## config.mk

```make
export PLATFORM = sky130hd
export DESIGN_NAME = video_timing_gen
export DESIGN_NICKNAME = d
export VERILOG_FILES = /design/src/rtl/video_timing_pkg.sv /design/src/rtl/timing_axis_counter.sv /design/src/rtl/video_timing_gen.sv
export SDC_FILE = /design/constraint.sdc
export NUM_CORES = 1
export LEC_CHECK = 0
export CORE_MARGIN = 5
export CORE_UTILIZATION = 42
export CTS_BUF_LIST = sky130_fd_sc_hd__clkbuf_4 sky130_fd_sc_hd__clkbuf_8
export DETAILED_ROUTE_END_ITERATION = 7
export GPL_TIMING_DRIVEN = 0
export PLACE_DENSITY = 0.83
export SYNTH_ARGS = -nofsm -noshare
export SYNTH_HDL_FRONTEND = slang
export SYNTH_SLANG_ARGS = --single-unit
```

## constraint.sdc

```tcl
create_clock -name clk_i -period 2.05 [get_ports clk_i]
set_clock_uncertainty 0.2 [all_clocks]
set_input_delay 0.5125 -clock clk_i [delete_from_list [all_inputs] [get_ports clk_i]]
set_output_delay 0.5125 -clock clk_i [all_outputs]
set_load 0.05 [all_outputs]
```

## src/rtl/video_timing_pkg.sv

```systemverilog
// Shared types for the video timing generator.
// Axis phases, run states and a counter width helper.
package video_timing_pkg;

    typedef enum logic [1:0] {
        ACTIVE,
        FRONT,
        SYNC,
        BACK
    } phase_t;

    typedef enum logic {
        IDLE,
        RUN
    } run_state_t;

    // Counter width for an axis of the given total length
    function automatic int axis_width(input int total);
        return (total > 1) ? $clog2(total) : 1;
    endfunction

endpackage

```

## src/rtl/timing_axis_counter.sv

```systemverilog
// One timing axis: beat/line counter with phase decode.
// wrap flags the last position so the caller can chain axes.
module timing_axis_counter
    import video_timing_pkg::*;
#(
    parameter int ACTIVE_LEN = 640,
    parameter int FRONT_LEN  = 16,
    parameter int SYNC_LEN   = 96,
    parameter int BACK_LEN   = 48,
    localparam int TOTAL = ACTIVE_LEN + FRONT_LEN + SYNC_LEN + BACK_LEN,
    localparam int W     = axis_width(TOTAL)
) (
    input  logic         clk,
    input  logic         step,
    input  logic         clear,
    output logic [W-1:0] count,
    output phase_t       phase,
    output logic         wrap
);

    localparam logic [W-1:0] FRONT_START = W'(ACTIVE_LEN);
    localparam logic [W-1:0] SYNC_START  = W'(ACTIVE_LEN + FRONT_LEN);
    localparam logic [W-1:0] BACK_START  = W'(ACTIVE_LEN + FRONT_LEN + SYNC_LEN);
    localparam logic [W-1:0] LAST        = W'(TOTAL - 1);

    assign wrap = (count == LAST);

    // Phase decode from the current position
    always_comb begin
        phase = BACK;
        if (count < FRONT_START) begin
            phase = ACTIVE;
        end else if (count < SYNC_START) begin
            phase = FRONT;
        end else if (count < BACK_START) begin
            phase = SYNC;
        end
    end

    // Advance one position per step, wrapping at the last one
    always_ff @(posedge clk) begin
        if (clear) begin
            count <= '0;
        end else if (step) begin
            count <= wrap ? '0 : count + W'(1);
        end
    end

endmodule

```

## src/rtl/video_timing_gen.sv

```systemverilog
// Video timing generator with valid/ready beat handshake.
// Stopping is deferred to the frame boundary.
module video_timing_gen
    import video_timing_pkg::*;
#(
    parameter int X_RESOLUTION     = 640,
    parameter int H_FRONT_PORCH    = 16,
    parameter int H_SYNC           = 96,
    parameter int H_BACK_PORCH     = 48,
    parameter int Y_RESOLUTION     = 480,
    parameter int V_FRONT_PORCH    = 10,
    parameter int V_SYNC           = 2,
    parameter int V_BACK_PORCH     = 33,
    parameter bit SYNC_ACTIVE_HIGH = 1'b0
) (
    input  logic        clk_i,
    input  logic        rst_i,
    input  logic        enable_i,
    input  logic        ready_i,
    output logic        valid_o,
    output logic        hsync_o,
    output logic        vsync_o,
    output logic        vde_o,
    output logic [31:0] x_o,
    output logic [31:0] y_o,
    output logic        frame_start_o
);

    localparam int H_TOTAL = X_RESOLUTION + H_FRONT_PORCH
                           + H_SYNC + H_BACK_PORCH;
    localparam int V_TOTAL = Y_RESOLUTION + V_FRONT_PORCH
                           + V_SYNC + V_BACK_PORCH;
    localparam int H_W = axis_width(H_TOTAL);
    localparam int V_W = axis_width(V_TOTAL);

    run_state_t     state;
    logic           valid_q;
    logic           transfer;
    logic           frame_end;
    logic [H_W-1:0] h_count;
    logic [V_W-1:0] v_count;
    phase_t         h_phase;
    phase_t         v_phase;
    logic           h_wrap;
    logic           v_wrap;
    logic           hsync_act;
    logic           vsync_act;

    assign transfer  = valid_q && ready_i;
    assign frame_end = transfer && h_wrap && v_wrap;

    timing_axis_counter #(
        .ACTIVE_LEN (X_RESOLUTION),
        .FRONT_LEN  (H_FRONT_PORCH),
        .SYNC_LEN   (H_SYNC),
        .BACK_LEN   (H_BACK_PORCH)
    ) u_h_axis (
        .clk   (clk_i),
        .step  (transfer),
        .clear (rst_i),
        .count (h_count),
        .phase (h_phase),
        .wrap  (h_wrap)
    );

    timing_axis_counter #(
        .ACTIVE_LEN (Y_RESOLUTION),
        .FRONT_LEN  (V_FRONT_PORCH),
        .SYNC_LEN   (V_SYNC),
        .BACK_LEN   (V_BACK_PORCH)
    ) u_v_axis (
        .clk   (clk_i),
        .step  (transfer && h_wrap),
        .clear (rst_i),
        .count (v_count),
        .phase (v_phase),
        .wrap  (v_wrap)
    );

    // Run control: start at once, stop only after the last beat of a frame
    always_ff @(posedge clk_i) begin
        if (rst_i) begin
            state   <= IDLE;
            valid_q <= 1'b0;
        end else begin
            unique case (state)
                IDLE: begin
                    if (enable_i) begin
                        state   <= RUN;
                        valid_q <= 1'b1;
                    end
                end
                RUN: begin
                    if (frame_end && !enable_i) begin
                        state   <= IDLE;
                        valid_q <= 1'b0;
                    end
                end
                default: begin
                    state   <= IDLE;
                    valid_q <= 1'b0;
                end
            endcase
        end
    end

    assign hsync_act = valid_q && (h_phase == SYNC);
    assign vsync_act = valid_q && (v_phase == SYNC);

    assign valid_o       = valid_q;
    assign hsync_o       = SYNC_ACTIVE_HIGH ? hsync_act : !hsync_act;
    assign vsync_o       = SYNC_ACTIVE_HIGH ? vsync_act : !vsync_act;
    assign vde_o         = valid_q && (h_phase == ACTIVE)
                                   && (v_phase == ACTIVE);
    assign frame_start_o = valid_q && (h_count == '0) && (v_count == '0);
    assign x_o           = 32'(h_count);
    assign y_o           = 32'(v_count);

endmodule

```

==> qor.csv, run 1 <==
metric,value,unit
ANT nets after route,0,
Worst path max stage delay,0.54,ns
count of final hold-check violations,0,
"commonest cells after routing, fill and taps aside","buf_4 (55), conb_1 (44), dlygate4sd2_1 (12), dfxtp_2 (12), nor2_1 (11)",
GP Congestion,0.836,
leakage power,1.08,nW
dpl cell area,2050,µm²
Antenna Diode Count,0,
setup slack after layout,-0.348,ns
row count,21,
reg-to-reg endpoint,u_v_axis.count[8]$_SDFFE_PP0P_,
CP endpoint kind,output pin,
global route overflow,0,
total track usage,0.158,
RSZ-0062 raised after global routing,yes,
Crit Path Class,flip-flop to output pin,
count of cell types in the netlist,35,
"leading cell type in the layout, fill and taps excluded",buf_4,
cell area after layout,2240,µm²
first-pass GRT wire length,6490,µm
clock root buffer,clkbuf_4,
Detail Placement HPWL,2710,µm
first-pass iteration count of the detailed router,4,
initial core utilization,0.441,
number of max-cap violations,0,
routed wire length per instance,12.6,µm
YS warnings,0,
startpoint types,flip-flop,
crit-path max FO,2,
status,finished with violations,
count of state elements after synthesis,22,
Mapped Cells,186,
Post-Layout Cell Count,317,
DP Worst Slack,-0.695,ns
final period utilization,1.17,
worst reg-to-reg setup slack,-0.06,ns
CTS tree,yes,
Peak VDD IR,0.282,mV
post-layout minimum cycle time,2.40,ns
Die Width,69.6,µm
Worst Path Arrival,1.69,ns
Syn Area/Cell,8.03,µm²
worst hold-check path type,flip-flop to flip-flop,
clk buf depth,2,
register area share after synthesis,0.295,
clk slew on worst S/H paths,0.13,ns
Final Slew Violations,0,
Critical R2R Launch,u_h_axis.count[0]$_SDFFE_PP0N_,
Final setup viols,9,
area grow syn2layout,49.8,%
TNS Setup,-0.803,ns
failing checks,negative setup slack,
Die Footprint,4850,µm²
vias in the first global route,1434,
Via density,4.53,
core box area,3390,µm²
drt initial violations,94,
# port buffers,27,
worst hold path startpoint,state$_SDFF_PP0_,
Die Height,69.6,µm
largest net degree at the start of global routing,13,
# nets final,280,
H-Tree Level Count,1,
Worst Hold Path Cells,1,
Hold WS,0.284,ns
"Max stage delay cell, worst path",or4_4,
drt drc,0,
Max Freq,417,MHz
later-pin clock latency in the skew report,0.31,ns
Cells after DPL,302,
share of cells above drive strength 1,0.410,
Hold Path End,valid_o$_SDFFE_PP0P_,
Mapped Area,1490,µm²
TritonCTS buffer count,3,
initial antenna violation count,0,
Post-Route WL,3990,µm
Vias,1435,
cells along the critical path,or4_4 > nor4_4 > buf_6,
clock sinks,22,
reg2reg path depth,7,
PD cells,433,nW/µm²
num ports,73,
CP Data Required Time,1.34,ns
-- report_power, final --
part | total (mW) | switching [mW] | leakage [nW] | internal, mW
logic | 0.335 | 0.240 | 0.872 | 0.0948
clock network | 0.206 | 0.135 | 0.0154 | 0.0711
registers | 0.429 | 0.00624 | 0.190 | 0.423
-- Yosys cell counts (all sizes together) --
cell | number | area share
o21bai | 1 | 0.0075
dfxtp | 22 | 0.29
clkbuf | 3 | 0.0084
a311oi | 1 | 0.0059
nor3 | 2 | 0.0067
nand2 | 6 | 0.015
o31ai | 2 | 0.010
and4 | 2 | 0.012
and3 | 4 | 0.017
or4 | 3 | 0.015
or3b | 1 | 0.0059
inv | 8 | 0.020
o21ai | 8 | 0.027
xnor2 | 2 | 0.012
nor2b | 2 | 0.0084
nand2b | 2 | 0.0084
nor2 | 12 | 0.030
ha | 4 | 0.034
buf | 46 | 0.23
nor4 | 2 | 0.0084
xor2 | 7 | 0.041
mux2i | 1 | 0.0067
conb | 1 | 0.0025
o21a | 1 | 0.0050
nor4b | 2 | 0.016
nand4b | 1 | 0.0059
nand4 | 8 | 0.034
nand3 | 8 | 0.027
a21oi | 12 | 0.040
or3 | 8 | 0.034
and2 | 4 | 0.017
-- worst max-delay path, delay by kind of cell (launching register included) --
kind | cells | cell delay (ns)
buffers and inverters | 1 | 0.20
flip-flops | 1 | 0.37
AND/OR/NAND/NOR | 2 | 0.81
-- sequential cells by signal (all words and copies together) (netlist names) --
register        count
u_v_axis.count     10
u_h_axis.count     10
valid_o             1
state               1
-- cell families after synthesis --
group | Yosys count | synth area share
compound gates | 25 | 0.0955
simple gates | 67 | 0.259
xor+xnor | 9 | 0.0528
fa+ha+maj | 4 | 0.0335
buf+inv | 57 | 0.255
flops | 22 | 0.295
mux | 1 | 0.00670
other cells | 1 | 0.00251
-- routing by layer --
metal / share of wire / vias to the layer above / global-route usage
li1: - / 724 / -
met5: 0 / - / 0
met1: 0.40 / 651 / 0.183
met3: 0.071 / 7 / 0.0391
met2: 0.51 / 53 / 0.286
met4: 0.015 / 0 / 0.0447
-- worst max-delay path by stage --
stage                                        start            end  depth (start not counted)
finish              u_h_axis.count[6]$_SDFFE_PP0N_  frame_start_o                          3
global route        u_h_axis.count[6]$_SDFFE_PP0N_  frame_start_o                          3
CTS                 u_h_axis.count[1]$_SDFFE_PP0N_  frame_start_o                          6
detailed placement  u_h_axis.count[0]$_SDFFE_PP0N_  frame_start_o                          6
global placement    u_h_axis.count[0]$_SDFFE_PP0N_  frame_start_o                          6
floorplan           u_h_axis.count[6]$_SDFFE_PP0N_  frame_start_o                          2
-- cell type report --
class	instances	area, µm²
flip-flops and latches	22	485
repair buffers	38	314
inverters	8	30.0
clock inverters	1	3.75
multi-input cells	150	957
well taps	46	57.6
plain buffers	49	368
clock buffers	3	22.5
fillers	265	1150
-- stage by stage --
stage | utilization | total power [mW]
after detailed placement | 0.606 | 0.759
after floorplan | - | 0.733
after global routing | 0.660 | 1.02
after global placement | 0.606 | 0.756
after CTS | 0.650 | 0.972
final | 0.660 | 0.970
-- what timing repair did --
action                                  4_1_cts  5_1_grt
resized for setup                            74       24
hold buffers                                  0        0
pin swaps                                    10        4
endpoints found under the setup margin       35       32
cloned                                        1        0
setup buffers                                 6        4
No activity file was read; power rests on OpenSTA's default activity.
==> run 2, diff against run 1 <==
--- a/config.mk
+++ b/config.mk
@@ -9,7 +9,6 @@
 export CORE_UTILIZATION = 42
 export CTS_BUF_LIST = sky130_fd_sc_hd__clkbuf_4 sky130_fd_sc_hd__clkbuf_8
 export DETAILED_ROUTE_END_ITERATION = 7
-export GPL_TIMING_DRIVEN = 0
 export PLACE_DENSITY = 0.83
 export SYNTH_ARGS = -nofsm -noshare
 export SYNTH_HDL_FRONTEND = slang
==> run 2 against run 1 <==
Effect of this change: highest routed layer unchanged; flip-flop and latch count is the same; clock-buffer cell count grew 1; critical endpoint unchanged; global-route usage shrank 1.5 points; the run still ends with negative setup slack left; design area grew 1.1%; power grew 2.2%; worst setup slack lost 0.0087 ns; via count grew 2.0%; die area is the same; first-iteration DRC count shrank 28%; clock power grew 25%; hold slack gained 0.026 ns; critical path depth is the same.
==> qor.csv, run 2 (synthesis gave the netlist of run 1 again) <==
metric,value,unit,change
setup slack after layout,-0.356,ns,was -0.348 ns
row count,21,,unchanged
num ports,73,,unchanged
count of final hold-check violations,0,,unchanged
clk buf depth,2,,unchanged
PD cells,438,nW/µm²,was 433 nW/µm²
Die Width,69.6,µm,unchanged
TritonCTS buffer count,3,,unchanged
# nets final,257,,was 280
hold buffers post-CTS,0,,unchanged
later-pin clock latency in the skew report,0.33,ns,was 0.31 ns
Final Slew Violations,0,,unchanged
Post-Route WL,4460,µm,was 3990 µm
CP endpoint kind,output pin,,unchanged
Tot Pwr,0.992,mW,was 0.970 mW
number of max-cap violations,0,,unchanged
Worst Setup SP,u_h_axis.count[5]$_SDFFE_PP0N_,,was u_h_axis.count[6]$_SDFFE_PP0N_
worst reg-to-reg setup slack,-0.30,ns,was -0.06 ns
cell area after layout,2260,µm²,was 2240 µm²
post-layout minimum cycle time,2.41,ns,was 2.40 ns
Crit Path Class,flip-flop to output pin,,unchanged
drt initial violations,68,,was 94
first-pass iteration count of the detailed router,4,,unchanged
Worst Path Arrival,1.69,ns,about the same
Die Height,69.6,µm,unchanged
GP Congestion,0.853,,was 0.836
global route overflow,0,,unchanged
drt drc,0,,unchanged
leakage power,0.985,nW,was 1.08 nW
initial antenna violation count,0,,unchanged
RSZ-0062 raised after global routing,yes,,unchanged
CTS tree,yes,,unchanged
worst hold path startpoint,state$_SDFF_PP0_,,unchanged
Max Freq,416,MHz,was 417 MHz
"leading cell type in the layout, fill and taps excluded",conb_1,,was buf_4
crit-path max FO,2,,unchanged
status,finished with violations,,unchanged
Antenna Diode Count,0,,unchanged
first-pass GRT wire length,5800,µm,was 6490 µm
failing checks,negative setup slack,,unchanged
Peak VDD IR,0.366,mV,was 0.282 mV
Via density,4.98,,was 4.53
startpoint types,flip-flop,,unchanged
Detail Placement HPWL,2720,µm,was 2710 µm
Critical R2R Launch,u_h_axis.count[0]$_SDFFE_PP0N_,,unchanged
reg2reg path depth,10,,was 7
clk slew on worst S/H paths,0.14,ns,was 0.13 ns
vias in the first global route,1324,,was 1434
final period utilization,1.17,,about the same
clock root buffer,clkbuf_4,,unchanged
ANT nets after route,0,,unchanged
"commonest cells after routing, fill and taps aside","conb_1 (44), buf_4 (35), buf_6 (19)",,"was buf_4 (55), conb_1 (44), dlygate4sd2_1 (12), dfxtp_2 (12), nor2_1 (11)"
Largest regs,"u_h_axis.count x10, u_v_axis.count x10",,unchanged
routed wire length per instance,15.2,µm,was 12.6 µm
Final setup viols,17,,was 9
CP Data Required Time,1.34,ns,about the same
Vias,1463,,was 1435
total track usage,0.143,,was 0.158
core box area,3390,µm²,unchanged
initial core utilization,0.441,,unchanged
Die Footprint,4850,µm²,unchanged
H-Tree Level Count,1,,unchanged
# port buffers,28,,was 27
clock sinks,22,,unchanged
worst hold-check path type,flip-flop to flip-flop,,unchanged
area grow syn2layout,51.4,%,was 49.8%
Hold Path End,state$_SDFF_PP0_,,was valid_o$_SDFFE_PP0P_
dpl cell area,1920,µm²,was 2050 µm²
largest net degree at the start of global routing,13,,unchanged
reg-to-reg endpoint,u_v_axis.count[8]$_SDFFE_PP0P_,,unchanged
Worst Hold Path Cells,2,,was 1
share of cells above drive strength 1,0.488,,was 0.410
==> run 2: area by class of cell <==
cell class	count	area, µm²
flip-flops and latches	22	478
inverters	8	30.0
fillers	225	1130
well taps	46	57.6
multi-input cells	150	1030
repair buffers	64	627
clock buffers	4	36.3
==> run 2: through the flow <==
step / utilization / hold slack [ns] / worst slack (ns) / cells / setup TNS, ns
4_1_cts: 0.606 / 0.277 / -0.360 / 287 / -0.595
6_report: 0.667 / 0.310 / -0.356 / 294 / -2.99
2_1_floorplan: - / 0.234 / -0.233 / 229 / -0.233
3_5_place_dp: 0.565 / 0.259 / -0.272 / 281 / -2.53
5_1_grt: 0.667 / 0.329 / -0.407 / 294 / -4.14
3_3_place_gp: 0.565 / 0.242 / -0.226 / 281 / -2.06
==> run 2: worst max-delay path, stage by stage (launching register included) <==
cell	delay (ns)
dfxtp_4	0.37
or4_4	0.54
nor4_4	0.28
buf_12	0.18
==> run 2: metal layers <==
layer / wire length (µm) / track usage / up-vias
li1: - / - / 683
met1: 1730 / 0.160 / 691
met2: 2250 / 0.258 / 80
met3: 406 / 0.0348 / 9
met4: 71 / 0.0574 / 0
met5: 0 / 0 / -
==> run 2: where the power goes <==
| group | internal (mW) | switching, mW | leakage, nW |
|---|---|---|---|
| sequential | 0.426 | 0.00399 | 0.189 |
| clock | 0.109 | 0.148 | 0.0210 |
| combinational | 0.0643 | 0.241 | 0.775 |
| total | 0.599 | 0.393 | 0.985 |
==> run 2: what timing repair did <==
action | in CTS | in global routing
gates resized for setup | 25 | 40
setup buffers | 2 | 8
pin swaps | 6 | 18
setup endpoints to repair | 6 | 16
gates cloned | 0 | 1
hold endpoints to repair | 0 | 0
==> run 2: how the worst max path moves through the flow <==
stage | to | depth (start not counted)
floorplan | frame_start_o | 2
global placement | u_v_axis.count[8]$_SDFFE_PP0P_ | 6
finish | frame_start_o | 3
detailed placement | u_v_axis.count[4]$_SDFFE_PP0P_ | 7
global route | frame_start_o | 3
CTS | frame_start_o | 6
==> run 3, diff against run 2 <==
--- a/config.mk
+++ b/config.mk
@@ -5,7 +5,7 @@
 export SDC_FILE = /design/constraint.sdc
 export NUM_CORES = 1
 export LEC_CHECK = 0
-export CORE_MARGIN = 5
+export CORE_MARGIN = 8
 export CORE_UTILIZATION = 42
 export CTS_BUF_LIST = sky130_fd_sc_hd__clkbuf_4 sky130_fd_sc_hd__clkbuf_8
 export DETAILED_ROUTE_END_ITERATION = 7
==> run 3 against run 2 <==
Effect of this change: the flow still finishes with violations (negative setup slack); combinational power is 3% lower; power is 1.8% lower; via count is 1.4% lower; worst setup slack better by 0.0017 ns; hold slack hardly changed; core utilization is 0.78 points higher; clock power is 4% lower; critical path type unchanged; highest routed layer unchanged.
==> qor.csv, run 3 (synthesis gave the netlist of run 1 again) <==
metric,value,unit,change
GR Layer Usage met2,0.246,,was 0.258
"Max stage delay cell, worst path",dfxtp_2,,was or4_4
Max Freq,416,MHz,about the same
core box area,3390,µm²,unchanged
clk slew on worst S/H paths,0.13,ns,was 0.14 ns
H-Tree Level Count,1,,unchanged
FF+latch area,475,µm²,was 478 µm²
area grow syn2layout,53.2,%,was 51.4%
"leading cell type in the layout, fill and taps excluded",conb_1,,unchanged
clock sinks,22,,unchanged
largest net degree at the start of global routing,13,,unchanged
CP Data Required Time,1.34,ns,about the same
Detail Placement HPWL,2930,µm,was 2720 µm
Vias,1442,,was 1463
row count,21,,unchanged
Post-Route WL,4580,µm,was 4460 µm
clk buf depth,2,,unchanged
initial core utilization,0.441,,unchanged
first-pass GRT wire length,6400,µm,was 5800 µm
Final setup viols,15,,was 17
clock root buffer,clkbuf_4,,unchanged
first-pass iteration count of the detailed router,4,,unchanged
global-route met1 utilization,0.175,,was 0.160
Die Footprint,5720,µm²,was 4850 µm²
failing checks,negative setup slack,,unchanged
share of cells above drive strength 1,0.488,,about the same
"commonest cells after routing, fill and taps aside","conb_1 (44), buf_4 (40), dfxtp_2 (16)",,"was conb_1 (44), buf_4 (35), buf_6 (19)"
Peak VDD IR,0.269,mV,was 0.366 mV
drt initial violations,92,,was 68
drt drc,0,,unchanged
CTS tree,yes,,unchanged
Worst Path Arrival,1.69,ns,about the same
CP endpoint kind,output pin,,unchanged
later-pin clock latency in the skew report,0.32,ns,was 0.33 ns
global route overflow,0,,unchanged
Cells after DPL,278,,was 281
# port buffers,28,,unchanged
TritonCTS buffer count,3,,unchanged
vias in the first global route,1339,,was 1324
# nets final,259,,was 257
met3 usage,0.0250,,was 0.0348
status,finished with violations,,unchanged
num ports,73,,unchanged
Crit Path Class,flip-flop to output pin,,unchanged
routed wire length per instance,15.5,µm,was 15.2 µm
Via density,4.87,,was 4.98
most used routing layer,met2,,unchanged
final period utilization,1.17,,about the same
number of fill cells,251,,was 225
Multi-input gate area,1030,µm²,about the same
RSZ-0062 raised after global routing,yes,,unchanged
initial antenna violation count,0,,unchanged
hold buffers post-CTS,0,,unchanged
leakage power,1.01,nW,was 0.985 nW
cells along the critical path,inv_2 > ha_2 > nor2b_4 > nand4_1 > nor4_4 > buf_12,,was or4_4 > nor4_4 > buf_12
GP Congestion,0.892,,was 0.853
total track usage,0.146,,was 0.143
Largest regs,"u_h_axis.count x10, u_v_axis.count x10",,unchanged
ANT nets after route,0,,unchanged
Worst path max stage delay,0.35,ns,was 0.54 ns
Post-Layout Cell Count,296,,was 294
startpoint types,flip-flop,,unchanged
PD cells,426,nW/µm²,was 438 nW/µm²
Final Slew Violations,0,,unchanged
crit-path max FO,2,,unchanged
number of max-cap violations,0,,unchanged
Hold WS,0.310,ns,about the same
setup slack after layout,-0.355,ns,was -0.356 ns
Die Width,75.6,µm,was 69.6 µm
post-layout minimum cycle time,2.40,ns,was 2.41 ns
Die Height,75.6,µm,was 69.6 µm
count of final hold-check violations,0,,unchanged
Antenna Diode Count,0,,unchanged
worst hold-check path type,flip-flop to flip-flop,,unchanged
==> run 3: critical path, delay by kind of cell (launching register included) <==
| kind | cells | cell delay, ns |
|---|---|---|
| simple gates | 3 | 0.56 |
| buf+inv | 2 | 0.28 |
| fa+ha+maj | 1 | 0.19 |
| flops | 1 | 0.35 |
==> run 3: power by group <==
part	switching, mW	internal, mW	leakage [nW]	total [mW]
combinational	0.240	0.0557	0.796	0.295
clock	0.138	0.109	0.0210	0.247
sequential	0.00470	0.427	0.189	0.432
total	0.383	0.591	1.01	0.974
==> run 3: layout make-up <==
| type | instances | area share |
|---|---|---|
| clock buffers | 4 | 0.0159 |
| inverters | 8 | 0.0131 |
| multi-input cells | 150 | 0.450 |
| flip-flops and latches | 22 | 0.208 |
| well taps | 46 | 0.0252 |
| repair buffers | 66 | 0.288 |
==> run 3: metal layers <==
metal / vias up / part of all wire
met5: - / 0
li1: 683 / -
met1: 680 / 0.40
met3: 6 / 0.074
met2: 73 / 0.51
met4: 0 / 0.015
==> run 3: through the flow <==
stage | total power [mW] | setup slack, ns | TNS, ns | utilization | area [µm²]
finish | 0.974 | -0.355 | -1.44 | 0.675 | 2290
floorplan | 0.733 | -0.233 | -0.233 | - | 1730
CTS | 0.969 | -0.348 | -0.627 | 0.626 | 2120
global route | 1.01 | -0.421 | -2.47 | 0.675 | 2290
detailed placement | 0.714 | -0.272 | -3.51 | 0.562 | 1910
global placement | 0.712 | -0.234 | -2.57 | 0.562 | 1910
==> run 3: path summary, 6_finish.rpt <==
path / from / endpoint / slack (ns) / depth (start not counted)
setup reg to reg: u_h_axis.count[5]$_SDFFE_PP0N_ / u_v_axis.count[9]$_SDFFE_PP0P_ / -0.12 / 9
hold reg to reg: state$_SDFF_PP0_ / state$_SDFF_PP0_ / 0.31 / 2
hold / removal: state$_SDFF_PP0_ / state$_SDFF_PP0_ / 0.31 / 2
setup / recovery: u_v_axis.count[0]$_SDFFE_PP0P_ / frame_start_o / -0.35 / 6
==> run 3: repair_timing <==
item	CTS	global route
cloned	0	2
endpoints found under the setup margin	6	17
pin swaps	16	21
buffers inserted	11	5
gates resized for setup	27	32
